`src/rtl/id_hazard_forward_unit_if.sv`:
```
// Forwarding-select encoding and the ID-stage <-> hazard/forward unit bundle.
// The ID stage drives the decoded operand fields; the unit returns selects and pipeline controls.
package id_hazard_forward_unit_pkg;
    typedef enum logic [1:0] {
        NO_FWD     = 2'd0,
        EX_ID_FWD  = 2'd1,
        MEM_ID_FWD = 2'd2,
        WB_ID_FWD  = 2'd3
    } ForwardingControl;
endpackage

interface id_hazard_forward_unit_if #(
    parameter int REG_ADDR_W = 5,
    parameter int CNT_W      = 16
);
    import id_hazard_forward_unit_pkg::*;

    logic                  id_valid;
    logic [REG_ADDR_W-1:0] id_rs1;
    logic [REG_ADDR_W-1:0] id_rs2;
    logic                  id_uses_rs1;
    logic                  id_uses_rs2;
    logic [REG_ADDR_W-1:0] id_rd;
    logic                  id_reg_wr_en;
    logic                  id_is_load;
    logic                  branch_decision;

    ForwardingControl      fwd_reg_file_rd_sel_1;
    ForwardingControl      fwd_reg_file_rd_sel_2;
    logic                  stall_pc;
    logic                  stall_if_id;
    logic                  bubble_id_ex;
    logic                  flush_if_id;
    logic [CNT_W-1:0]      stall_count;
    logic [CNT_W-1:0]      flush_count;

    modport master (
        output id_valid, id_rs1, id_rs2, id_uses_rs1, id_uses_rs2,
               id_rd, id_reg_wr_en, id_is_load, branch_decision,
        input  fwd_reg_file_rd_sel_1, fwd_reg_file_rd_sel_2,
               stall_pc, stall_if_id, bubble_id_ex, flush_if_id,
               stall_count, flush_count
    );

    modport slave (
        input  id_valid, id_rs1, id_rs2, id_uses_rs1, id_uses_rs2,
               id_rd, id_reg_wr_en, id_is_load, branch_decision,
        output fwd_reg_file_rd_sel_1, fwd_reg_file_rd_sel_2,
               stall_pc, stall_if_id, bubble_id_ex, flush_if_id,
               stall_count, flush_count
    );
endinterface

```
`src/rtl/id_hazard_forward_unit.sv`:
```
// ID-stage hazard and forwarding unit: shadows the EX/MEM/WB destinations, picks operand
// forward sources, inserts a one-cycle load-use stall and flushes IF/ID on a taken branch.
module id_hazard_forward_unit
    import id_hazard_forward_unit_pkg::*;
#(
    parameter int REG_ADDR_W = 5,
    parameter int CNT_W      = 16
) (
    input logic                clk,
    input logic                reset,
    id_hazard_forward_unit_if.slave bus
);

    typedef struct packed {
        logic                  valid;
        logic [REG_ADDR_W-1:0] rd;
        logic                  wr;
        logic                  load;
    } slot_t;

    slot_t            ex_slot;
    slot_t            mem_slot;
    slot_t            wb_slot;
    slot_t            ex_next;
    logic             load_hit;
    logic             stall;
    logic             flush;
    ForwardingControl sel_1;
    ForwardingControl sel_2;
    logic [CNT_W-1:0] stall_cnt;
    logic [CNT_W-1:0] flush_cnt;

    function automatic logic slot_writes(input slot_t s, input logic [REG_ADDR_W-1:0] r);
        return s.valid && s.wr && (s.rd == r) && (r != '0);
    endfunction

    // A load still in EX has no data yet, so it shadows any older writer of the same register.
    function automatic ForwardingControl pick_fwd(
        input logic                  valid,
        input logic                  uses,
        input logic [REG_ADDR_W-1:0] rs,
        input slot_t                 ex,
        input slot_t                 mem,
        input slot_t                 wb
    );
        ForwardingControl sel;
        sel = NO_FWD;
        if (valid && uses) begin
            if (slot_writes(ex, rs))
                sel = ex.load ? NO_FWD : EX_ID_FWD;
            else if (slot_writes(mem, rs))
                sel = MEM_ID_FWD;
            else if (slot_writes(wb, rs))
                sel = WB_ID_FWD;
        end
        return sel;
    endfunction

    always_comb begin
        load_hit = ex_slot.valid && ex_slot.load && ex_slot.wr && (ex_slot.rd != '0) &&
                   ((bus.id_uses_rs1 && (bus.id_rs1 == ex_slot.rd)) ||
                    (bus.id_uses_rs2 && (bus.id_rs2 == ex_slot.rd)));
        stall = bus.id_valid && load_hit;
        flush = bus.id_valid && bus.branch_decision && !stall;

        sel_1 = pick_fwd(bus.id_valid, bus.id_uses_rs1, bus.id_rs1, ex_slot, mem_slot, wb_slot);
        sel_2 = pick_fwd(bus.id_valid, bus.id_uses_rs2, bus.id_rs2, ex_slot, mem_slot, wb_slot);

        ex_next = '0;
        if (bus.id_valid && !stall) begin
            ex_next.valid = 1'b1;
            ex_next.rd    = bus.id_rd;
            ex_next.wr    = bus.id_reg_wr_en;
            ex_next.load  = bus.id_is_load;
        end
    end

    // Shadow pipeline: a stalled or empty ID slot enters EX as a bubble.
    always_ff @(posedge clk) begin
        if (reset) begin
            ex_slot  <= '0;
            mem_slot <= '0;
            wb_slot  <= '0;
        end else begin
            wb_slot  <= mem_slot;
            mem_slot <= ex_slot;
            ex_slot  <= ex_next;
        end
    end

    // Performance counters stick at all-ones rather than wrapping.
    always_ff @(posedge clk) begin
        if (reset) begin
            stall_cnt <= '0;
            flush_cnt <= '0;
        end else begin
            if (stall && (stall_cnt != '1))
                stall_cnt <= stall_cnt + CNT_W'(1);
            if (flush && (flush_cnt != '1))
                flush_cnt <= flush_cnt + CNT_W'(1);
        end
    end

    assign bus.fwd_reg_file_rd_sel_1 = sel_1;
    assign bus.fwd_reg_file_rd_sel_2 = sel_2;
    assign bus.stall_pc              = stall;
    assign bus.stall_if_id           = stall;
    assign bus.bubble_id_ex          = stall;
    assign bus.flush_if_id           = flush;
    assign bus.stall_count           = stall_cnt;
    assign bus.flush_count           = flush_cnt;

endmodule

```
`src/flat_wrapper.sv`:
```
// flat-port wrapper written by rule: the top's interface ports become plain ports
module id_hazard_forward_unit_flat import id_hazard_forward_unit_pkg::*;
#(
    parameter int REG_ADDR_W = 5,
    parameter int CNT_W      = 16
)
  (clk, reset, bus_id_valid, bus_id_rs1, bus_id_rs2, bus_id_uses_rs1, bus_id_uses_rs2, bus_id_rd, bus_id_reg_wr_en, bus_id_is_load, bus_branch_decision, bus_fwd_reg_file_rd_sel_1, bus_fwd_reg_file_rd_sel_2, bus_stall_pc, bus_stall_if_id, bus_bubble_id_ex, bus_flush_if_id, bus_stall_count, bus_flush_count);
  id_hazard_forward_unit_if #(.REG_ADDR_W(REG_ADDR_W), .CNT_W(CNT_W)) bus_i ();
  input logic clk;
  input logic reset;
  input wire logic [$bits(bus_i.id_valid)-1:0] bus_id_valid;
  input wire logic [$bits(bus_i.id_rs1)-1:0] bus_id_rs1;
  input wire logic [$bits(bus_i.id_rs2)-1:0] bus_id_rs2;
  input wire logic [$bits(bus_i.id_uses_rs1)-1:0] bus_id_uses_rs1;
  input wire logic [$bits(bus_i.id_uses_rs2)-1:0] bus_id_uses_rs2;
  input wire logic [$bits(bus_i.id_rd)-1:0] bus_id_rd;
  input wire logic [$bits(bus_i.id_reg_wr_en)-1:0] bus_id_reg_wr_en;
  input wire logic [$bits(bus_i.id_is_load)-1:0] bus_id_is_load;
  input wire logic [$bits(bus_i.branch_decision)-1:0] bus_branch_decision;
  output wire logic [$bits(bus_i.fwd_reg_file_rd_sel_1)-1:0] bus_fwd_reg_file_rd_sel_1;
  output wire logic [$bits(bus_i.fwd_reg_file_rd_sel_2)-1:0] bus_fwd_reg_file_rd_sel_2;
  output wire logic [$bits(bus_i.stall_pc)-1:0] bus_stall_pc;
  output wire logic [$bits(bus_i.stall_if_id)-1:0] bus_stall_if_id;
  output wire logic [$bits(bus_i.bubble_id_ex)-1:0] bus_bubble_id_ex;
  output wire logic [$bits(bus_i.flush_if_id)-1:0] bus_flush_if_id;
  output wire logic [$bits(bus_i.stall_count)-1:0] bus_stall_count;
  output wire logic [$bits(bus_i.flush_count)-1:0] bus_flush_count;
  assign bus_i.id_valid = bus_id_valid;
  assign bus_i.id_rs1 = bus_id_rs1;
  assign bus_i.id_rs2 = bus_id_rs2;
  assign bus_i.id_uses_rs1 = bus_id_uses_rs1;
  assign bus_i.id_uses_rs2 = bus_id_uses_rs2;
  assign bus_i.id_rd = bus_id_rd;
  assign bus_i.id_reg_wr_en = bus_id_reg_wr_en;
  assign bus_i.id_is_load = bus_id_is_load;
  assign bus_i.branch_decision = bus_branch_decision;
  assign bus_fwd_reg_file_rd_sel_1 = bus_i.fwd_reg_file_rd_sel_1;
  assign bus_fwd_reg_file_rd_sel_2 = bus_i.fwd_reg_file_rd_sel_2;
  assign bus_stall_pc = bus_i.stall_pc;
  assign bus_stall_if_id = bus_i.stall_if_id;
  assign bus_bubble_id_ex = bus_i.bubble_id_ex;
  assign bus_flush_if_id = bus_i.flush_if_id;
  assign bus_stall_count = bus_i.stall_count;
  assign bus_flush_count = bus_i.flush_count;
  id_hazard_forward_unit #(.REG_ADDR_W(REG_ADDR_W), .CNT_W(CNT_W)) u_core (.clk(clk), .reset(reset), .bus(bus_i));
endmodule
```
`config.mk`:
```
export PLATFORM = sky130hd
export DESIGN_NAME = id_hazard_forward_unit_flat
export DESIGN_NICKNAME = d
export VERILOG_FILES = /design/src/rtl/id_hazard_forward_unit_if.sv /design/src/rtl/id_hazard_forward_unit.sv /design/src/flat_wrapper.sv
export SDC_FILE = /design/constraint.sdc
export NUM_CORES = 1
export LEC_CHECK = 0
export CAP_MARGIN = 5
export CORE_MARGIN = 3
export CORE_UTILIZATION = 45
export DETAILED_ROUTE_END_ITERATION = 6
export PLACE_DENSITY = 0.82
export SYNTH_ARGS = -nofsm -noshare
export SYNTH_HDL_FRONTEND = slang
export SYNTH_SLANG_ARGS = --single-unit
export TNS_END_PERCENT = 30
```
`constraint.sdc`:
```
create_clock -name clk -period 2.4 [get_ports clk]
set_clock_uncertainty 0.2 [all_clocks]
set_input_delay 0.48 -clock clk [delete_from_list [all_inputs] [get_ports clk]]
set_output_delay 0.48 -clock clk [all_outputs]
set_load 0.01 [all_outputs]
```
# [After elaboration in Yosys (flattened, before gate mapping)]
# Cells that the tools add are included.
[op_classes] n_addsub=2 mul=0 div=0 magnitude_cmp=0 n_eq_ne=10 shifts=0 n_mux=10 bitwise_logic=1 n_reduce_logical=35
[op_table] op="5-bit equality test" n=8
[op_table] op="16-bit by 1-bit adder with 16-bit output (second input constant)" n=2
[op_table] op="16-bit inequality test (second input constant)" n=2
[op_table] op="1-bit logical AND" n=29
[op_table] op="2-bit 2-to-1 mux" n=8
[op_table] op="5-bit nonzero test" n=3
[op_table] op="8-bit 2-to-1 mux" n=1
[op_table] op="2-bit OR reduction" n=1
[op_table] op="1-bit zero test" n=1
[op_table] op="1-bit logical OR" n=1
[op_table] op="1-bit 2-to-1 mux" n=1
[op_table] op="1-bit NOT" n=1
[totals] ff_bits=54 latch_bits=0 ram_bits=0 romBits=0 output_inout_bits=40 word_cells=70 n_memories=0

# [Depth between registers and ports, before layout]
[depth] word_depth=9 ltp_mapped=8

# [Least setup slack after synthesis]
# No wires, ideal clock.
[synth_timing] kind="input-to-output" from="input port bus_id_rs1[0]" to="output port bus_fwd_reg_file_rd_sel_1[0]" t_arrival_ps=1883 required_time_ps=1720 slack_ps=-163 path_stages=5 path_buffers=0 path_cell_list="xnor2_1 > nand2_1 > or4b_2 > or2_2 > a21oi_1"
[synth_via] elab_chain_len=7 word_cells_on_any_way=14
[synth_rtl] item="start: declaration" line_no="flat_wrapper.sv:12" rtl="input wire logic [$bits(bus_i.id_rs1)-1:0] bus_id_rs1;"
[synth_rtl] item="5-bit equality test" line_no="id_hazard_forward_unit.sv:34" rtl="return s.valid && s.wr && (s.rd == r) && (r != '0);"
[synth_rtl] item="1-bit logical AND (2 in a row)" line_no="id_hazard_forward_unit.sv:34"
[synth_rtl] item="2-bit 2-to-1 mux" line_no="id_hazard_forward_unit.sv:53" rtl="else if (slot_writes(wb, rs))"
[synth_rtl] item="2-bit 2-to-1 mux" line_no="id_hazard_forward_unit.sv:51" rtl="else if (slot_writes(mem, rs))"
[synth_rtl] item="2-bit 2-to-1 mux (*)" line_no="id_hazard_forward_unit.sv:49" rtl="if (slot_writes(ex, rs))"
[synth_rtl] item="2-bit 2-to-1 mux (*)" line_no="id_hazard_forward_unit.sv:48" rtl="if (valid && uses) begin"
[synth_rtl] item="end: declaration" line_no="flat_wrapper.sv:20" rtl="output wire logic [$bits(bus_i.fwd_reg_file_rd_sel_1)-1:0] bus_fwd_reg_file_rd_sel_1;"
# Mark *: on every way between the ends. The rest lies on a longest branch, timed or not.

# [Worst setup path in the final report]
[layout_timing] from="register u_core.ex_slot[4] in the netlist's numbering" to="output port bus_fwd_reg_file_rd_sel_1[0]"
[layout_via] elab_chain_len=5
[layout_rtl] item="start: declaration" line_no="id_hazard_forward_unit.sv:21" rtl="slot_t ex_slot;"
[layout_rtl] item="start signal: assignment" line_no="id_hazard_forward_unit.sv:87" rtl="ex_slot <= ex_next;"
[layout_rtl] item="5-bit equality test" line_no="id_hazard_forward_unit.sv:34"
[layout_rtl] item="1-bit logical AND (2 in a row)" line_no="id_hazard_forward_unit.sv:34"
[layout_rtl] item="2-bit 2-to-1 mux" line_no="id_hazard_forward_unit.sv:49"
[layout_rtl] item="2-bit 2-to-1 mux" line_no="id_hazard_forward_unit.sv:48"
# No other way between the ends.

==> results.cfg <==
[global_routing]
grt.busiest_layer = met2
grt_util_met3 = 0.04907
met1_usage = 0.2885
grt_use_total = 0.2476
grt_max_degree = 19
grt_pass1_vias = 3087
grt_pass1_wl_mm = 14.40
grt_use_met2 = 0.4377
grt_overflow = 0
antenna_found_initial = 0

[timing]
fmax_ghz = 0.3664
rsz0062_at_grt = true
timing.hold.ws_ns = 0.2679
setup_tns_ns = -4.076
finalCriticalPeriod_ns = 2.729
finalCritPeriodShare = 1.137
drv_slew = 0
setup_ws_ns = -0.3293
relSlewSlack = 0.5521
worst_slew_pin_slew_ns = 0.6657
hold_violations = 0
setup_violations = 30

[critical_path]
critical_path_class = reg -> out
path_buf_inv = 1
crit_arrival_ns = 2.05
end_kind = output pin
required_ns = 1.72
path_delay_family = simple AND/OR/NAND/NOR gates
crit_fanout = 4
max_stage_delay_ns = 0.56
cp_slowest_cell = or4b_4
cp_cell_sequence = xnor2_2 -> nand3_1 -> or4b_4 -> or2_4 -> a21oi_4 -> buf_6
critical_path.startpoint_type = flop
regToRegSetupSlack_ns = -0.19

[flow_run]
maxCapViolations = 0

[clock_tree]
cts_hold_buf = 0
clk_path_buf_depth = 2
clkLatencyLatePin_ns = 0.31
root_buffer = clkbuf_8
clk_pin_slew_ns = 0.09
cts_tree = done
numCtsBuffers = 5
clock_sinks = 54
htreeDepth = 2

[power_and_ir_drop]
ir_worst_vdd_v = 0.0002373
p_leak_nw = 1.632
powerDensity_nw_per_um2 = 378.2

[logic_synthesis]
synth.cell_area_sq_um = 2794
yosys_warnings = 0
synth_flop_cell = dfxtp_1
syn_nets = 347
ys_ff_latch = 54
avgSynthCellArea_sq_um = 8.677
synthDistinctLibCells = 51
synth_edf_count = 0
synth-async-reset-ratio = 0
synth_cells = 322
yosysSeqAreaShare = 0.3869

[finish]
layout-drive-gt1-share = 0.3601
layout_commonest_cell = buf_4
fill_cells = 424
fin_util = 0.7492
n_antenna_cell = 0
final_area_sq_um = 4462
syn_to_final_growth_pct = 59.70
layout_common_cells = 68 x buf_4, 47 x dfxtp_1, 44 x clkdlybuf4s50_1
layout.nets = 485

[hold_path]
worstHoldPathType = reg -> reg

[floorplan]
die_h_microns = 84.80
dieArea_sq_um = 7190
coreArea_sq_um = 5956
io_pins = 63
rows = 28
start_util = 0.4691
die_w_microns = 84.80

[routing]
vias = 3041
vias_per_cell = 5.674
drc = 0
first_iter_violations = 163
wire_per_inst_microns = 17.21
routed_wl_mm = 9.226
route.antenna.remaining_nets = 0
dr.pass1.iters = 4

[place]
port_buffers = 62
dp_hpwl_mm = 6.008
gp_congestion = 0.8971
placed_area_sq_um = 3969

[run_status]
status = finished, violations left
violations = negative setup slack
==> cells in the mapped netlist, drive strengths merged (9+ instances only) <==
master	instances	area, sq um
dfxtp	54	1081
xnor2	24	210.2
a21oi	23	115.1
nor2	21	78.83
nand2	19	78.82
nand3	17	97.60
or3	16	110.1
inv	15	56.30
or4	13	100.1
nand4	12	81.33
nor2b	12	75.07
o31ai	12	90.09
o21ai	10	50.04
and2	9	56.30
==> stage by stage <==
| stage | power [W] | setup slack [ns] | std cells |
|---|---|---|---|
| after floorplan | 0.001026 | -0.04687 | 322 |
| after global placement | 0.001136 | -1.030 | 512 |
| after detailed placement | 0.001142 | -1.072 | 512 |
| after CTS | 0.001659 | -0.2634 | 529 |
| after global routing | 0.001763 | -0.4394 | 536 |
| final | 0.001688 | -0.3293 | 536 |
==> flip-flops by register name, indices dropped and copies added, names as in the netlist <==
register / count
u_core.bus.stall_count: 16
u_core.bus.flush_count: 16
u_core.ex_slot: 8
u_core.mem_slot: 7
u_core.wb_slot: 7
==> report_power, final <==
group          total [W]  internal, W  switching (W)
registers       0.000922     0.000907      0.0000151
clock network   0.000515     0.000233       0.000282
logic           0.000251     0.000140       0.000110
==> worst register-to-register path: stages (launching register included) <==
cell and delay (ns):
dfxtp_4 0.37, buf_6 0.12, or4_4 0.42, o211ai_1 0.27, or3_4 0.21, buf_6 0.13
nand3_4 0.11, buf_4 0.18, o31ai_1 0.34, a21oi_2 0.11
==> repair_timing <==
item,4_1_cts,5_1_grt
gates resized for setup,97,51
endpoints found under the hold margin,0,0
setup buffers,9,7
pin swaps,30,24
cloned,0,1
endpoints found under the setup margin,46,45
==> final timing paths <==
path | start | end | cells past startpoint
max | u_core.ex_slot[4] | bus_fwd_reg_file_rd_sel_1[0] | 6
min | u_core.mem_slot[1] | u_core.wb_slot[1] | 1
max reg2reg | u_core.ex_slot[6] | u_core.bus.flush_count[5] | 9
min reg2reg | u_core.mem_slot[1] | u_core.wb_slot[1] | 1
==> layout make-up <==
class | instances | area [sq um] | area share
inverter | 15 | 56.30 | 0.01262
multi-input combinational | 243 | 1894 | 0.4246
sequential | 54 | 1100 | 0.2465
timing repair buffer | 141 | 1226 | 0.2748
clock inverter | 1 | 5.005 | 0.001122
clock buffer | 7 | 86.33 | 0.01935
tap | 75 | 93.84 | 0.02103
==> layer usage <==
| layer | routed length [microns] | part of all wire |
|---|---|---|
| met1 | 3541 | 0.38 |
| met2 | 4849 | 0.53 |
| met3 | 487 | 0.053 |
| met4 | 347 | 0.038 |
| met5 | 0 | 0 |
==> cells by family after synthesis <==
family	after synthesis	share of synthesized area
multiplexers	4	0.01523
XOR/XNOR	32	0.1003
AO/OA/AOI/OAI	59	0.1343
AND/OR/NAND/NOR	145	0.3072
flip-flops	54	0.3869
buffers and inverters	26	0.04702
adder cells (fa/ha/maj)	2	0.008955
No activity file was read; power rests on OpenSTA's default activity.
